<file path="src/rtl/mux_route_scheduler.sv">
// Round-robin sequencer sharing one mux->demux route among four sources, with a fixed dwell and a dead cycle between routes.
// Optional build macro FIXED_PRIORITY_EN: lowest-index requester always wins instead of round-robin.
module mux_route_scheduler #(
  parameter int DWELL   = 4,
  parameter int DWELL_W = 3
) (
  input  logic       clk,
  input  logic       rst_n,
  input  logic [3:0] req,
  input  logic [7:0] dest_cfg,
  output logic [3:0] gnt,
  output logic [1:0] mux_sel,
  output logic [1:0] demux_sel,
  output logic       route_en,
  output logic       busy
);

  typedef enum logic [1:0] {IDLE, GRANT, GAP} state_t;

  state_t             state_q, state_d;
  logic [DWELL_W-1:0] cnt_q, cnt_d;
  logic [3:0]         gnt_d;
  logic [1:0]         mux_sel_d, demux_sel_d;
  logic               route_en_d, busy_d;
  logic [1:0]         start;
  logic [2:0]         pick_res;

  // Returns {found, index} of the first set bit searching upward from start, wrapping.
  function automatic logic [2:0] pick(input logic [3:0] r, input logic [1:0] s);
    logic       found;
    logic [1:0] idx, win;
    found = 1'b0;
    win   = 2'd0;
    for (int k = 0; k < 4; k++) begin
      idx = s + k[1:0];
      if (r[idx] && !found) begin
        found = 1'b1;
        win   = idx;
      end
    end
    return {found, win};
  endfunction

`ifdef FIXED_PRIORITY_EN
  assign start = 2'd0;
`else
  logic [1:0] last_q, last_d;
  assign start = last_q + 2'd1;
`endif

  assign pick_res = pick(req, start);

  always_comb begin
    state_d     = state_q;
    cnt_d       = cnt_q;
    gnt_d       = gnt;
    mux_sel_d   = mux_sel;
    demux_sel_d = demux_sel;
    route_en_d  = route_en;
    busy_d      = busy;
`ifndef FIXED_PRIORITY_EN
    last_d      = last_q;
`endif
    case (state_q)
      GRANT: begin
        if (cnt_q == '0 || !req[mux_sel]) begin
          state_d    = GAP;
          gnt_d      = 4'd0;
          route_en_d = 1'b0;
`ifndef FIXED_PRIORITY_EN
          last_d     = mux_sel;
`endif
        end else begin
          cnt_d = cnt_q - 1'b1;
        end
      end
      default: begin
        // IDLE and GAP share arbitration; the selects only move here, while route_en is low.
        if (pick_res[2]) begin
          state_d     = GRANT;
          gnt_d       = 4'b0001 << pick_res[1:0];
          mux_sel_d   = pick_res[1:0];
          demux_sel_d = dest_cfg[2*pick_res[1:0] +: 2];
          route_en_d  = 1'b1;
          busy_d      = 1'b1;
          cnt_d       = DWELL_W'(DWELL - 1);
        end else begin
          state_d    = IDLE;
          gnt_d      = 4'd0;
          route_en_d = 1'b0;
          busy_d     = 1'b0;
        end
      end
    endcase
  end

  always_ff @(posedge clk or negedge rst_n) begin
    if (!rst_n) begin
      state_q   <= IDLE;
      cnt_q     <= '0;
      gnt       <= 4'd0;
      mux_sel   <= 2'd0;
      demux_sel <= 2'd0;
      route_en  <= 1'b0;
      busy      <= 1'b0;
    end else begin
      state_q   <= state_d;
      cnt_q     <= cnt_d;
      gnt       <= gnt_d;
      mux_sel   <= mux_sel_d;
      demux_sel <= demux_sel_d;
      route_en  <= route_en_d;
      busy      <= busy_d;
    end
  end

`ifndef FIXED_PRIORITY_EN
  always_ff @(posedge clk or negedge rst_n) begin
    if (!rst_n) last_q <= 2'd3;
    else        last_q <= last_d;
  end
`endif

endmodule
</file>
<file path="config.mk">
export PLATFORM = sky130hd
export DESIGN_NAME = mux_route_scheduler
export DESIGN_NICKNAME = d
export VERILOG_FILES = /design/src/rtl/mux_route_scheduler.sv
export SDC_FILE = /design/constraint.sdc
export NUM_CORES = 1
export LEC_CHECK = 0
export CORE_MARGIN = 3
export CORE_UTILIZATION = 59
export DETAILED_ROUTE_END_ITERATION = 6
export DONT_BUFFER_PORTS = 1
export PLACE_DENSITY = 0.84
export SYNTH_ARGS = -nofsm -noshare
export SYNTH_HDL_FRONTEND = slang
export SYNTH_SLANG_ARGS = --single-unit
</file>
<file path="constraint.sdc">
create_clock -name clk -period 2.09 [get_ports clk]
set_clock_uncertainty 0.15 [all_clocks]
set_input_delay 0.418 -clock clk [delete_from_list [all_inputs] [get_ports clk]]
set_output_delay 0.418 -clock clk [all_outputs]
set_load 0.05 [all_outputs]
</file>
# Word-level counts from Yosys, hierarchy flattened
# Cells that the tools add are included.
dict set report totals {
  register_bits 17
  elab_cells 67
}
dict set report op_classes {
  add_sub_neg 5
  n_lt_le_gt_ge 5
  eq_ne 3
  shifts 2
  n_mux 30
  bitwise 1
  reduce_logical 13
}
# operator count
set op_table {}
lappend op_table {{2-bit by 3-bit < comparator with 1-bit output, second input constant} 5}
lappend op_table {{1-bit 2-to-1 mux} 13}
lappend op_table {{2-bit 2-to-1 mux} 6}
lappend op_table {{4-bit 2-to-1 mux} 3}
lappend op_table {{1-bit binary-select mux with 2-bit select} 5}
lappend op_table {{3-bit 2-to-1 mux} 3}
lappend op_table {{8-bit by 4-bit variable part select with 2-bit output} 1}
lappend op_table {{2-bit AND reduction} 3}
lappend op_table {{2-bit by 1-bit adder with 2-bit output, second input constant} 2}
lappend op_table {{2-bit adder, second input constant} 2}
lappend op_table {{1-bit zero test} 4}
lappend op_table {{2-bit != test, second input constant} 2}
lappend op_table {{1-bit by 2-bit left shift with 4-bit output, first input constant} 1}
lappend op_table {{1-bit logical AND} 3}
lappend op_table {{3-bit zero test} 1}
lappend op_table {{3-bit by 1-bit subtractor with 3-bit output, second input constant} 1}
lappend op_table {{2-bit by 1-bit equality test with 1-bit output, second input constant} 1}
lappend op_table {{2-bit nonzero test} 1}
lappend op_table {{1-bit logical OR} 1}
lappend op_table {{1-bit inverter} 1}

# Longest topological paths before layout
dict set report depth {
  depth_word 16
  depth_mapped 8
}

# Worst setup path after synthesis
# No wires, ideal clock.
dict set report synth_path {
  path_kind {register to register}
  startpoint {register mux_sel[1]}
  endpoint {register cnt_q[0]}
  setup_ns 0.124
  t_arrival_ns 1.853
  required_ns 1.816
  setup_slack_ns -0.037
  stages_incl_launch_ff 7
  n_path_buf 1
  period_less_slack_ns 2.127
  path_cell_list {dfrtp_1 mux4_2 and3b_1 buf_6 or2_4 nor2_2 a21oi_1}
}
dict set report synth_via {
  elab_chain_len 6
}
# element line
set synth_lines {}
lappend synth_lines {{from (decl)} 12} ;# output logic [1:0] mux_sel,
lappend synth_lines {{from (signal assigned)} 110} ;# mux_sel <= mux_sel_d;
lappend synth_lines {{1-bit binary-select mux with 2-bit select} 66} ;# if (cnt_q == '0 || !req[mux_sel]) begin
lappend synth_lines {{1-bit 2-to-1 mux (not written as such)} 66}
lappend synth_lines {{1-bit zero test} 66}
lappend synth_lines {{1-bit logical OR} 66}
lappend synth_lines {{2-bit != test (no source line)} -}
lappend synth_lines {{2-bit AND reduction (no source line)} -}
lappend synth_lines {{to (signal assigned)} 108} ;# cnt_q <= cnt_d;
lappend synth_lines {{to (decl)} 21} ;# logic [DWELL_W-1:0] cnt_q, cnt_d;
# No other way between the ends. The select of a mux whose other input is x is not followed.
# A chain may end at the register's enable or synchronous reset.

# Worst setup path in the final report
dict set report layout_path {
  startpoint {register last_q[1]}
  endpoint {register demux_sel[1]}
}
dict set report layout_via {
  elab_chain_len 14
}
# element line
set layout_lines {}
lappend layout_lines {{from (decl)} 47} ;# logic [1:0] last_q, last_d;
lappend layout_lines {{from (signal assigned)} 120} ;# else last_q <= last_d;
lappend layout_lines {{2-bit by 1-bit adder with 2-bit output *} 48} ;# assign start = last_q + 2'd1;
lappend layout_lines {{parallel branches: the longest is 13 deep, another holds 2-bit by 1-bit adder with 2-bit output} -}
lappend layout_lines {{to (signal assigned)} 111} ;# demux_sel <= demux_sel_d;
lappend layout_lines {{to (decl)} 13} ;# output logic [1:0] demux_sel,
# Every way passes the cells marked *. The select of a mux whose other input is x is not followed.

==> metrics.md <==
| Metric | Value |
|---|---|
| Count leader, synth | `dfrtp_1` |
| Post-synthesis sequential area ratio | `0.4580` |
| Final hold vios | `0` |
| Max-Cap Viols | `0` |
| Die Height | `44.61 um` |
| Root Buffer Master | `clkbuf_4` |
| Cell row count | `13` |
| Antenna diodes | `0` |
| Yosys warns | `0` |
| Crit path top cell by count | `a211oi_1` |
| Antenna violation net count after detailed routing | `0` |
| Post-layout minimum cycle time | `1921 ps` |
| Mean Syn Cell Area | `10.86 um2` |
| Worst setup path class | `flip-flop to flip-flop` |
| RSZ-0062 raised after global routing | `false` |
| Slowest stage delay, CP | `610 ps` |
| Number of port buffers | `0` |
| Post-synthesis sequential element count | `16` |
| Vias/cell | `6.233` |
| Worst hold slack | `203.1 ps` |
| Worst-case clock buffer depth | `2` |
| Grt ovf | `0` |
| Crit-path cells | `mux2i_1 > nor2_1 > a211o_1 > a211oi_1 > a211oi_1` |
| Pre-CTS setup slack | `177.4 ps` |
| Crit Path Max Fanout | `9` |
| Tcrit/Tclk final | `0.9193` |
| Area grow syn2layout | `8.393%` |
| Max_slew headroom | `0.5322` |
| Synth top cells by count | `dfrtp_1 (14), nand2_1 (10), a211oi_1 (6), o21ai_0 (6)` |
| Placed instance area | `907.1 um2` |
| Global-route usage over all layers | `0.2209` |
| Final GP Congestion | `0.7271` |
| DRC | `0` |
| Drt first pass iters | `4` |
| Worst Max-Slew Pin Slew | `699.3 ps` |
| I/O pins | `24` |
| Outcome | `complete, no violations` |
| Die width | `44.61 um` |
| Largest net degree at the start of global routing | `17` |
| Initial antenna violation count | `0` |
| Detail Placement HPWL | `1.441 mm` |
| H-Tree Depth | `1` |
| Pwr dens | `1724 nW/um2` |
| Top cells by area, synth | `dfrtp_1 (40%), dfstp_2 (6.0%), a211oi_1 (5.1%), mux2i_1 (4.6%), nand2_1 (4.3%)` |
| Cells after Synth | `81` |
| Clock transition at path regs | `100 ps` |
| Main synth FF type | `dfrtp_1` |
| Worst path buffer plus inverter count | `0` |
| Slew Limit Fails | `0` |
| Clk sinks | `16` |
| Share of layout cells above drive strength 1 | `0.2841` |
| Required time of the critical path | `2100 ps` |
| First-pass GRT wire length | `3.049 mm` |
| Worst skew pair latency | `290 ps` |
| Crit path max-delay cell type | `dfstp_2` |
| Max Clock Freq | `520.5 MHz` |
| Number of synthesized flops with an enable pin | `0` |
| Setup Buffers After CTS | `0` |
| Final Cell Area | `953.4 um2` |
| Lkg Pwr | `0.4358 nW` |
| 1st-iter DRT viols | `9` |
| Full die area | `1990 um2` |
| Total negative slack | `0 ps` |
| Netlist cell types | `31` |
| Setup crit end kind | `flip-flop` |
| Peak supply drop | `1.102 mV` |
| Filler instances | `118` |
| Syn Nets | `97` |
| DR vias | `642` |
| Ys async rst share | `1.000` |
| Initial Util | `0.6515` |
| Final worst setup slack | `168.7 ps` |
| Cell Area, Synth | `879.6 um2` |
| Worst hold path type | `input pin to flip-flop` |
| TritonCTS clock tree | `done` |
| Final wirelength | `1.826 mm` |
| Crit start category | `flip-flop` |
| Resized cells post-CTS | `0` |
| Layout net count | `105` |
| Finish-stage setup viols | `0` |
| Crit-path leading delay family | `compound AO/OA/AOI/OAI gates` |
| Core ar. | `1350 um2` |
| CTS Buf Count | `3` |
| Crit path DAT | `1930 ps` |
| Top cell type's share of synthesized area | `0.3983` |
| Largest area contributor in the netlist | `dfrtp_1` |
| Vias in the first global route | `677` |
| WL/cell | `17.73 um` |
==> worst register-to-register path: stages (launching register included) <==
cell and delay, ps:
dfstp_2 610, mux2i_1 210, nor2_1 120, a211o_1 330, a211oi_1 280, a211oi_1 80
==> registers in the layout, summed over array words and instances (netlist names) <==
| signal | flops |
|---|---|
| busy | 1 |
| cnt_q | 3 |
| state_q | 2 |
| demux_sel | 2 |
| mux_sel | 2 |
| gnt | 4 |
| last_q | 2 |
==> worst paths after layout <==
kind                             startpoint           end  slack, ps  cells after the start
worst max-delay path              last_q[1]  demux_sel[1]        170                      5
worst min-delay path            dest_cfg[3]  demux_sel[1]        200                      2
worst max register to register    last_q[1]  demux_sel[1]        170                      5
worst min register to register     cnt_q[2]      cnt_q[2]        320                      1
max in group asynchronous             rst_n    mux_sel[1]        850                      1
min in group asynchronous             rst_n      cnt_q[2]        450                      1
==> layer usage <==
layer | routed length [um] | vias up | GRT usage
li1 | - | 306 | -
met1 | 702 | 306 | 0.2546
met2 | 948 | 24 | 0.3582
met3 | 137 | 6 | 0.07317
met4 | 38 | 0 | 0.1205
met5 | 0 | - | 0
==> timing repair <==
item                       CTS  global route
setup endpoints to repair    0             1
hold endpoints to repair    16             0
hold buffers                 1             0
==> layout make-up <==
| type | count | area [um2] | area share |
|---|---|---|---|
| Clock buffer | 4 | 36.28 | 0.03806 |
| Inverter | 4 | 15.01 | 0.01575 |
| Multi-Input combinational cell | 59 | 439.2 | 0.4606 |
| Sequential cell | 16 | 404.1 | 0.4239 |
| Tap cell | 15 | 18.77 | 0.01969 |
| Timing Repair Buffer | 5 | 40.04 | 0.04199 |
==> power by group <==
group          switching [mW]  internal (mW)
clock network           0.101          0.106
logic                   0.410          0.287
registers               0.288          0.451
==> stage by stage <==
stage | power (mW) | utilization | cells
2_1_floorplan | 1.299 | - | 81
3_3_place_gp | 1.411 | 0.6719 | 98
3_5_place_dp | 1.447 | 0.6719 | 98
4_1_cts | 1.662 | 0.7062 | 103
5_1_grt | 1.763 | 0.7062 | 103
6_report | 1.644 | 0.7062 | 103
==> logic make-up (layout without fill, tap and decap cells) <==
logic type / after synthesis / after routing / share of synthesized area
AO/OA/AOI/OAI: 22 / 22 / 0.1863
adder cells (fa/ha/maj): 2 / 2 / 0.02844
buffers and inverters: 6 / 13 / 0.04267
multiplexers: 8 / 8 / 0.1095
flip-flops: 16 / 16 / 0.4580
AND/OR/NAND/NOR: 27 / 27 / 0.1750
==> cell usage in the layout, fill, tap and decap left out, types with 2 or more instances in the layout <==
cell / synthesis / layout
a211oi_1: 6 / 6
a21oi_1: 3 / 3
o21ai_0: 6 / 6
buf_4: 0 / 4
mux2i_1: 4 / 4
or2b_1: 2 / 2
nor2_1: 4 / 4
nand2b_1: 2 / 2
clkbuf_4: 0 / 3
ha_1: 2 / 2
dfrtp_1: 14 / 13
nand2_1: 10 / 10
dfstp_2: 2 / 2
inv_1: 4 / 4
mux2_2: 3 / 3
(Power assumes the default switching activity.)
